File: config.mk
export PLATFORM = sky130hd
export DESIGN_NAME = hamming_rx_ctrl
export DESIGN_NICKNAME = d
export VERILOG_FILES = /design/src/rtl/hamming_pkg.sv /design/src/rtl/hamming_syndrome.sv /design/src/rtl/hamming_rx_ctrl.sv
export SDC_FILE = /design/constraint.sdc
export NUM_CORES = 1
export LEC_CHECK = 0
export CORE_MARGIN = 3
export CORE_UTILIZATION = 27
export CTS_BUF_LIST = sky130_fd_sc_hd__clkbuf_4 sky130_fd_sc_hd__clkbuf_8
export CTS_CLUSTER_SIZE = 16
export DETAILED_ROUTE_END_ITERATION = 10
export PLACE_DENSITY = 0.54
export REMOVE_ABC_BUFFERS = 1
export SLEW_MARGIN = 20
export SYNTH_ARGS = -nofsm -noshare
export SYNTH_HDL_FRONTEND = slang
export SYNTH_SLANG_ARGS = --single-unit
File: constraint.sdc
create_clock -name clk -period 2.1 [get_ports clk]
set_clock_uncertainty 0.05 [all_clocks]
set_input_delay 0.63 -clock clk [delete_from_list [all_inputs] [get_ports clk]]
set_output_delay 0.63 -clock clk [all_outputs]
set_load 0.05 [all_outputs]
File: src/rtl/hamming_pkg.sv
// Shared Hamming(7,4) receive types, FSM states and bit positions.
// Parity at e3,e1,e0; data at e6,e5,e4,e2.
package hamming_pkg;

  typedef logic [6:0] codeword_t;
  typedef logic [3:0] data_t;
  typedef logic [2:0] syndrome_t;

  typedef enum logic [1:0] {
    IDLE = 2'd0,
    CALC = 2'd1,
    DONE = 2'd2
  } state_t;

  localparam int P0 = 0;
  localparam int P1 = 1;
  localparam int P2 = 3;
  localparam int D0 = 2;
  localparam int D1 = 4;
  localparam int D2 = 5;
  localparam int D3 = 6;

  function automatic data_t extract(
    input codeword_t c
  );
    return {c[D3], c[D2], c[D1], c[D0]};
  endfunction

endpackage

File: src/rtl/hamming_syndrome.sv
// Combinational syndrome and single-bit fix.
// Ports: word in, syn out, fixed (corrected word) out.
module hamming_syndrome
  import hamming_pkg::*;
(
  input  codeword_t word,
  output syndrome_t syn,
  output codeword_t fixed
);

  codeword_t flip;

  always_comb begin
    syn[2] = word[P2] ^ word[D3]
           ^ word[D2] ^ word[D1];
    syn[1] = word[P1] ^ word[D3]
           ^ word[D2] ^ word[D0];
    syn[0] = word[P0] ^ word[D3]
           ^ word[D1] ^ word[D0];
  end

  // Syndrome value s points at e[s-1].
  always_comb begin
    flip = '0;
    if (syn != 3'd0)
      flip = codeword_t'(1) << (syn - 3'd1);
  end

  assign fixed = word ^ flip;

endmodule

File: src/rtl/hamming_rx_ctrl.sv
// Hamming(7,4) receive controller: latch, decode, hold.
// Ports: in_valid/in_word/in_ready, out_* result, err_cnt (ERR_COUNT_EN).
module hamming_rx_ctrl
  import hamming_pkg::*;
#(
  parameter int ERR_CNT_W = 8
) (
  input  logic                 clk,
  input  logic                 rst_n,
  input  logic                 in_valid,
  input  logic [6:0]           in_word,
  output logic                 in_ready,
  output logic                 out_valid,
  input  logic                 out_ready,
  output logic [3:0]           out_data,
  output logic [3:0]           out_syndrome,
  output logic                 out_corrected,
  output logic [ERR_CNT_W-1:0] err_cnt
);

  state_t    state_q;
  state_t    state_d;
  codeword_t word_q;
  codeword_t fixed;
  syndrome_t syn;
  syndrome_t syn_q;
  data_t     data_q;
  logic      corr_q;

  hamming_syndrome u_syn (
    .word  (word_q),
    .syn   (syn),
    .fixed (fixed)
  );

  always_comb begin
    state_d   = state_q;
    in_ready  = 1'b0;
    out_valid = 1'b0;
    case (state_q)
      IDLE: begin
        in_ready = 1'b1;
        if (in_valid) state_d = CALC;
      end
      CALC: state_d = DONE;
      DONE: begin
        out_valid = 1'b1;
        if (out_ready) state_d = IDLE;
      end
      default: state_d = IDLE;
    endcase
  end

  always_ff @(posedge clk or negedge rst_n) begin
    if (!rst_n) begin
      state_q <= IDLE;
      word_q  <= '0;
      data_q  <= '0;
      syn_q   <= '0;
      corr_q  <= 1'b0;
    end else begin
      state_q <= state_d;
      if (state_q == IDLE && in_valid)
        word_q <= in_word;
      if (state_q == CALC) begin
        data_q <= extract(fixed);
        syn_q  <= syn;
        corr_q <= (syn != 3'd0);
      end
    end
  end

  assign out_data      = data_q;
  assign out_syndrome  = {1'b0, syn_q};
  assign out_corrected = corr_q;

`ifdef ERR_COUNT_EN
  logic [ERR_CNT_W-1:0] cnt_q;

  // Counts on the CALC->DONE edge, sticks at all-ones.
  always_ff @(posedge clk or negedge rst_n) begin
    if (!rst_n)
      cnt_q <= '0;
    else if (state_q == CALC
             && syn != 3'd0
             && cnt_q != '1)
      cnt_q <= cnt_q + 1'b1;
  end

  assign err_cnt = cnt_q;
`else
  assign err_cnt = '0;
`endif

endmodule

# Word level (Yosys, flattened, before mapping)
# Cells that the tools add are included.
# totals
register_bits	17
latchBits	0
ram_bits	0
mem_bits_ro	0
inputBits	11
elab_cells	31
n_memories	0
# op_classes
add_sub_neg	1
n_mul	0
div_mod_pow	0
magnitude_cmp	0
eq_ne	4
shifts	1
n_mux	6
n_bitwise	10
n_reduce_logical	4
# op_table
operator	count
$xor A1 B1 Y1	9
$mux W7	1
$shl A1 B3 Y7 const A	1
$xor A7 B7 Y7	1
$pmux W2 S3	1
$mux W2	2
$ne A2 B2 Y1 const B	2
$reduce_bool A3 Y1	1
$sub A3 B1 Y3 const B	1
$eq A2 B1 Y1 const B	1
$eq A2 B2 Y1 const B	1
$logic_not A2 Y1	1
$mux W1	2
$reduce_and A2 Y1	1
$logic_and A1 B1 Y1	1

# Logic depth before layout (Yosys ltp)
# Gate-level depths: netlist of the first run.
# logic_depth
depth_word	7
mapped_depth	7
ltp_nobuf	7

# Modules after synthesis
# A second synthesis of the first run with hierarchy kept.
# unflattened
cells_unflattened	92
area_unflattened_um2	1019.7
# modules_own_cells
mod	n_inst	cells_each	area_per_inst_um2	seq_area_each_um2
hamming_rx_ctrl	1	50	720.7	425.4
hamming_syndrome	1	42	299.0	0.0

# Least setup slack after synthesis of the first run
# Ideal clock, no wire load.
# synth_timing
path_type	register to register
startpoint	register word_q[2]
endpoint	register data_q[2], in the netlist out_data[2]
setup_ps	82
t_arrival_ps	2088
t_required_ps	1968
setup_slack_ps	-120
path_stages_with_launch	8
synth_period_minus_slack_ps	2220
path_cell_list	dfrtp_1 > xnor2_1 > xor2_1 > nor2_1 > ha_1 > or2_2 > or4_1 > a31oi_1
# synth_between
elab_chain_len	5
word_cells_on_any_way	7
classes_between	add/sub: 1; shift: 1; mux: 1; bitwise: 3; reduce/logical: 1
# synth_rtl
element	line	text
start: declaration	hamming_rx_ctrl.sv:23	codeword_t word_q;
start signal: assignment	hamming_rx_ctrl.sv:64	word_q <= in_word;
$xor A1 B1 Y1 (on tied branches)	hamming_syndrome.sv:19, hamming_syndrome.sv:17	
$sub A3 B1 Y3	hamming_syndrome.sv:26	flip = codeword_t'(1) << (syn - 3'd1);
$shl A1 B3 Y7	hamming_syndrome.sv:26	
$mux W7 *	hamming_syndrome.sv:25	if (syn != 3'd0)
$xor A7 B7 Y7 *	hamming_syndrome.sv:29	assign fixed = word ^ flip;
end signal: assignment	hamming_rx_ctrl.sv:66	data_q <= extract(fixed);
end: declaration	hamming_rx_ctrl.sv:27	data_t data_q;
# Every way passes the cells marked *; elsewhere a longest branch is shown, timed or not.
# A chain may end at the register's enable or synchronous reset.

# Worst setup path after layout of the first run
# layout_timing
startpoint	register word_q[2]
endpoint	register data_q[0], in the netlist out_data[0]
# layout_between
elab_chain_len	5
word_cells_on_any_way	7
classes_between	add/sub: 1; shift: 1; mux: 1; bitwise: 3; reduce/logical: 1
# layout_rtl
element	line
$xor A1 B1 Y1 (on tied branches)	hamming_syndrome.sv:19, hamming_syndrome.sv:17
$sub A3 B1 Y3	hamming_syndrome.sv:26
$shl A1 B3 Y7	hamming_syndrome.sv:26
$mux W7	hamming_syndrome.sv:25
$xor A7 B7 Y7 *	hamming_syndrome.sv:29
# Marked as above.

==> flow_metrics.tcl, run 1 <==
set metrics [dict create \
    io-pin-count 30 \
    routed_via_density 3.92 \
    gp_congestion 0.723 \
    synthTopCellsByArea "dfrtp_1, mux2_2, buf_4" \
    path_buf_inv 1 \
    dpl_cell_area_sq_um 1210 \
    finalHoldViolCount 0 \
    nFillCells 321 \
    synth_edf_count 0 \
    track_usage 0.0900 \
    ys_ff_latch 17 \
    wire_per_inst_um 9.31 \
    status "complete, but fails checks" \
    synth_top_area_cell "dfrtp_1" \
    ys_types 22 \
    tightest_slew_ns 0.511 \
    ys.flop_type "dfrtp_1" \
    max_freq_ghz 0.463 \
    antenna_cells 0 \
    crit_slowest_cell "or4_4" \
    initial_core_util 0.287 \
    fin_area_sq_um 1340 \
    clk-insertion-delay-late_ns 0.29 \
    drtAntennaViolNets 0 \
    clock-sinks 17 \
    cts-root-buf "clkbuf_4" \
    overflow 0 \
    synth.top_cell.area_share 0.478 \
    start_kind "flip-flop" \
    crit_chain "xnor2_2 > xor2_1 > nor2_1 > ha_1 > buf_4 > nand2b_4 > or4_4 > a31oi_1" \
    multiInputGateArea_sq_um 464 \
    syn-cell-area_sq_um 891 \
    route.vias.total 655 \
    max_stage_delay_ns 0.51 \
    drv_cap 0 \
    ys_seq_area_frac 0.478 \
    areaGrowthSynthToFinish_pct 50.0 \
    cts-htree-levels 1 \
    die_x_um 63.4 \
    final_cell_mix "buf_4, dfrtp_1, clkdlybuf4s50_1" \
    seq_area_sq_um 428 \
    grt_start_max_net_pins 18 \
    die-area_sq_um 4020 \
    setup_violations 4 \
    avgSynthCellArea_sq_um 10.9 \
    fin_ws_ns -0.0603 \
    fin_worst_hold_slack_ns 0.443 \
    ctsLongestPathBuffers 2 \
    rsz0062_at_grt "yes" \
    crit_path_max_fanout 4 \
    io_buffers 20 \
    rows 20 \
    stdcell_count 167 \
    core_sq_um 3100 \
    hold_buffers 0 \
    drive_gt1_frac 0.439 \
    grt_pass1_wl_um 2900 \
    dieHeight_um 63.4 \
    dp.cells 157 \
    grt_pass1_vias 698 \
    relSlewSlack 0.657 \
    slew_violations 0 \
    worstPathArrival_ns 2.33 \
    synthCells 82 \
    required_ns 2.27 \
    clk_pin_slew_ns 0.11 \
    antenna_found_initial 0 \
    synthArstFlopShare 1.00 \
    min_period_ns 2.16 \
    first_pass_iters 3 \
    drt_wl_total_um 1550 \
    cts_tree "done" \
    cts_buffers 3 \
    yosys_warnings 0 \
    endpoint_kind "flip-flop" \
    final_common_cell "buf_4" \
    cpLargestDelayFamily "simple AND/OR/NAND/NOR gates" \
    pre_cts_slack_ns -0.191 \
    violations "negative setup slack" \
    nets 136 \
    hold_path_class "flip-flop to flip-flop" \
    dp.final_hpwl_um 1290 \
    fin_crit_sh 1.03 \
    drt_iter0_drc 3 \
    drc 0 \
    crit_type "flip-flop to flip-flop" \
]
stage by stage:
step	setup TNS (ns)	util
2_1_floorplan	-0.359	-
3_3_place_gp	-0.426	0.390
3_5_place_dp	-0.565	0.390
4_1_cts	-0.196	0.422
5_1_grt	-0.706	0.431
6_report	-0.190	0.431
Yosys cell counts, drive strengths merged (2+ instances only):
cell type / number
nand2b: 3
mux2: 7
nor2: 6
clkbuf: 2
buf: 10
xor2: 3
nand2: 4
dfrtp: 17
o21ai: 5
a31oi: 4
xnor2: 7
or4: 4
o31ai: 4
cell type report:
class                      instances  area share
multi-input combinational         60       0.347
sequential                        17       0.320
timing repair buffer              41       0.268
tap                               44      0.0412
clock buffer                       3      0.0169
clock inverter                     1     0.00375
inverter                           1     0.00281
state kept, by name, summed over array words and instances (netlist names):
register       flops
syn_q              3
state_q            2
out_corrected      1
out_data           4
word_q             7
worst paths after layout:
kind / slack [ns] / cells after the start / to / start
max: -0.06 / 8 / out_data[0] / word_q[2]
min: 0.44 / 2 / syn_q[1] / syn_q[1]
max reg2reg: -0.06 / 8 / out_data[0] / word_q[2]
min reg2reg: 0.44 / 2 / syn_q[1] / syn_q[1]
max in group asynchronous: 1.20 / 2 / word_q[6] / rst_n
min in group asynchronous: 0.59 / 2 / out_data[0] / rst_n
logic make-up after synthesis:
group,Yosys count,share of synthesized area
adders and majority gates,1,0.0140
other,1,0.00421
muxes,7,0.0885
and+or+nand+nor,20,0.118
xor gates and xnor gates,10,0.115
buffers and inverters,13,0.0927
AOI/OAI and AO/OA,13,0.0899
DFF,17,0.478
layer usage:
layer	global-route usage	wire length, um	vias to the layer above
met1	0.0993	663	295
met2	0.159	815	15
met5	0	0	-
met4	0.0485	0	0
li1	-	-	345
met3	0.0196	75	0
worst reg2reg max path, delay by kind of cell (launching register included):
kind	cells	cell delay [ns]
xor gates and xnor gates	2	0.36
and+or+nand+nor	3	0.71
buffers and inverters	1	0.14
AOI/OAI and AO/OA	1	0.16
adders and majority gates	1	0.21
DFF	1	0.46
timing repair:
action                     CTS  global route
setup endpoints to repair    4             4
resized for setup            7             3
buffers inserted             5             2
pin swaps                    6             8
Power of run 1 is left out: the tool's default activity adds up to more than one toggle a clock period on the data nets, which glitch-free logic cannot reach.
==> run 2: changes to the inputs <==
CORE_ASPECT_RATIO = 0.6   (was not set)
==> run 2 against run 1 <==
Net effect: the flow still finishes with violations (negative setup slack); core utilization grew 1.6 points; critical path depth shrank 1; sequential share of layout area about the same; die area rose by 0.57%; final area grew 0.37%; register-to-register slack lost 0.03 ns; first-iteration DRC count increased to 4.0 times the previous value; worst hold slack worse by 0.0039 ns; wire length is 11% higher.
==> flow_metrics.tcl, run 2 (same netlist as run 1, synthesis figures left out) <==
set metrics [dict create \
    status "complete, but fails checks" \
    violations "negative setup slack" \
    crit_chain "buf_4 > xnor2_1 > xnor2_2 > ha_1 > or2_4 > or4_1 > a31oi_1" \
    die_x_um 80.2 \
    max_freq_ghz 0.457 \
    worstPathArrival_ns 2.31 \
    hold_buffers 0 \
    rows 15 \
    wire_per_inst_um 10.4 \
    first_pass_iters 2 \
    drtAntennaViolNets 0 \
    top_register "word_q" \
    multiInputGateArea_sq_um 449 \
    crit_type "flip-flop to flip-flop" \
    cts_buffers 3 \
    relSlewSlack 0.643 \
    grt_pass1_wl_um 2950 \
    drt_iter0_drc 12 \
    max_stage_delay_ns 0.43 \
    slew_violations 0 \
    path_buf_inv 1 \
    clk_pin_slew_ns 0.07 \
    clock-sinks 17 \
    seq_area_sq_um 429 \
    start_kind "flip-flop" \
    nFillCells 307 \
    grt_pass1_vias 630 \
    crit_slowest_cell "dfrtp_2" \
    final_common_cell "buf_4" \
    track_usage 0.0954 \
    fin_area_sq_um 1340 \
    overflow 0 \
    largest_register_ff_count 7 \
    required_ns 2.22 \
    fin_crit_sh 1.04 \
    core_sq_um 3000 \
    gp_congestion 0.755 \
    tightest_slew_ns 0.534 \
    grt_start_max_net_pins 18 \
    nets 136 \
    initial_core_util 0.297 \
    rsz0062_at_grt "yes" \
    cpLargestDelayFamily "simple AND/OR/NAND/NOR gates" \
    hold_path_class "flip-flop to flip-flop" \
    dpl_cell_area_sq_um 1210 \
    cts_tree "done" \
    routed_via_density 4.07 \
    crit_path_max_fanout 5 \
    areaGrowthSynthToFinish_pct 50.6 \
    cts-htree-levels 1 \
    drv_cap 0 \
    final_cell_mix "buf_4, dfrtp_1, clkdlybuf4s50_1" \
    drt_wl_total_um 1720 \
    io_buffers 20 \
    antenna_found_initial 0 \
    drive_gt1_frac 0.415 \
    endpoint_kind "flip-flop" \
    dieHeight_um 50.5 \
    io-pin-count 30 \
    setup_violations 4 \
    min_period_ns 2.19 \
    cts-root-buf "clkbuf_8" \
    dp.final_hpwl_um 1380 \
    drc 0 \
    fin_ws_ns -0.0888 \
    final_util 0.447 \
    ctsLongestPathBuffers 2 \
    antenna_cells 0 \
    route.vias.total 672 \
    clk-insertion-delay-late_ns 0.25 \
    finalHoldViolCount 0 \
    die-area_sq_um 4050 \
]
## run 2: layer usage
layer,GRT usage,up-vias,part of all wire
li1,-,349,-
met3,0.0448,2,0.070
met5,0,-,0
met2,0.130,19,0.41
met1,0.134,302,0.52
met4,0.0253,0,0.0064
## run 2: final cells by class
class                           count  share of cell area
Multi-Input combinational cell     60               0.335
Sequential cell                    17               0.320
Timing Repair Buffer               41               0.267
Tap cell                           42              0.0392
Clock buffer                        4              0.0364
Inverter                            1             0.00280
## run 2: path summary, 6_finish.rpt
| kind | from | end | slack [ns] | cells after the start |
|---|---|---|---|---|
| min in group asynchronous | rst_n | out_data[1] | 0.65 | 2 |
| max in group asynchronous | rst_n | word_q[6] | 1.14 | 2 |
| max | word_q[5] | out_data[3] | -0.09 | 7 |
| min | syn_q[2] | syn_q[2] | 0.44 | 2 |
| min reg2reg | syn_q[2] | syn_q[2] | 0.44 | 2 |
| max reg2reg | word_q[5] | out_data[3] | -0.09 | 7 |
## run 2: per-stage QoR
stage	setup TNS (ns)	setup slack, ns	instances	hold slack [ns]
after floorplan	-0.359	-0.120	78	0.284
after detailed placement	-0.620	-0.195	155	0.431
after CTS	-0.216	-0.0756	165	0.447
after global placement	-0.484	-0.168	155	0.422
final	-0.256	-0.0888	165	0.439
after global routing	-0.763	-0.221	165	0.459
## run 2: timing repair
item	in CTS	in global routing
pin swaps	9	3
buffers inserted	6	0
setup endpoints to repair	4	4
gates resized for setup	6	2
## run 2: tightest hold or removal path: cells and delay by family, from the launching register on
| kind | cells | cell delay, ns |
|---|---|---|
| flip-flops | 1 | 0.35 |
| AND/OR/NAND/NOR | 1 | 0.05 |
| AO/OA/AOI/OAI | 1 | 0.06 |
Power of run 2 is left out for the same reason.
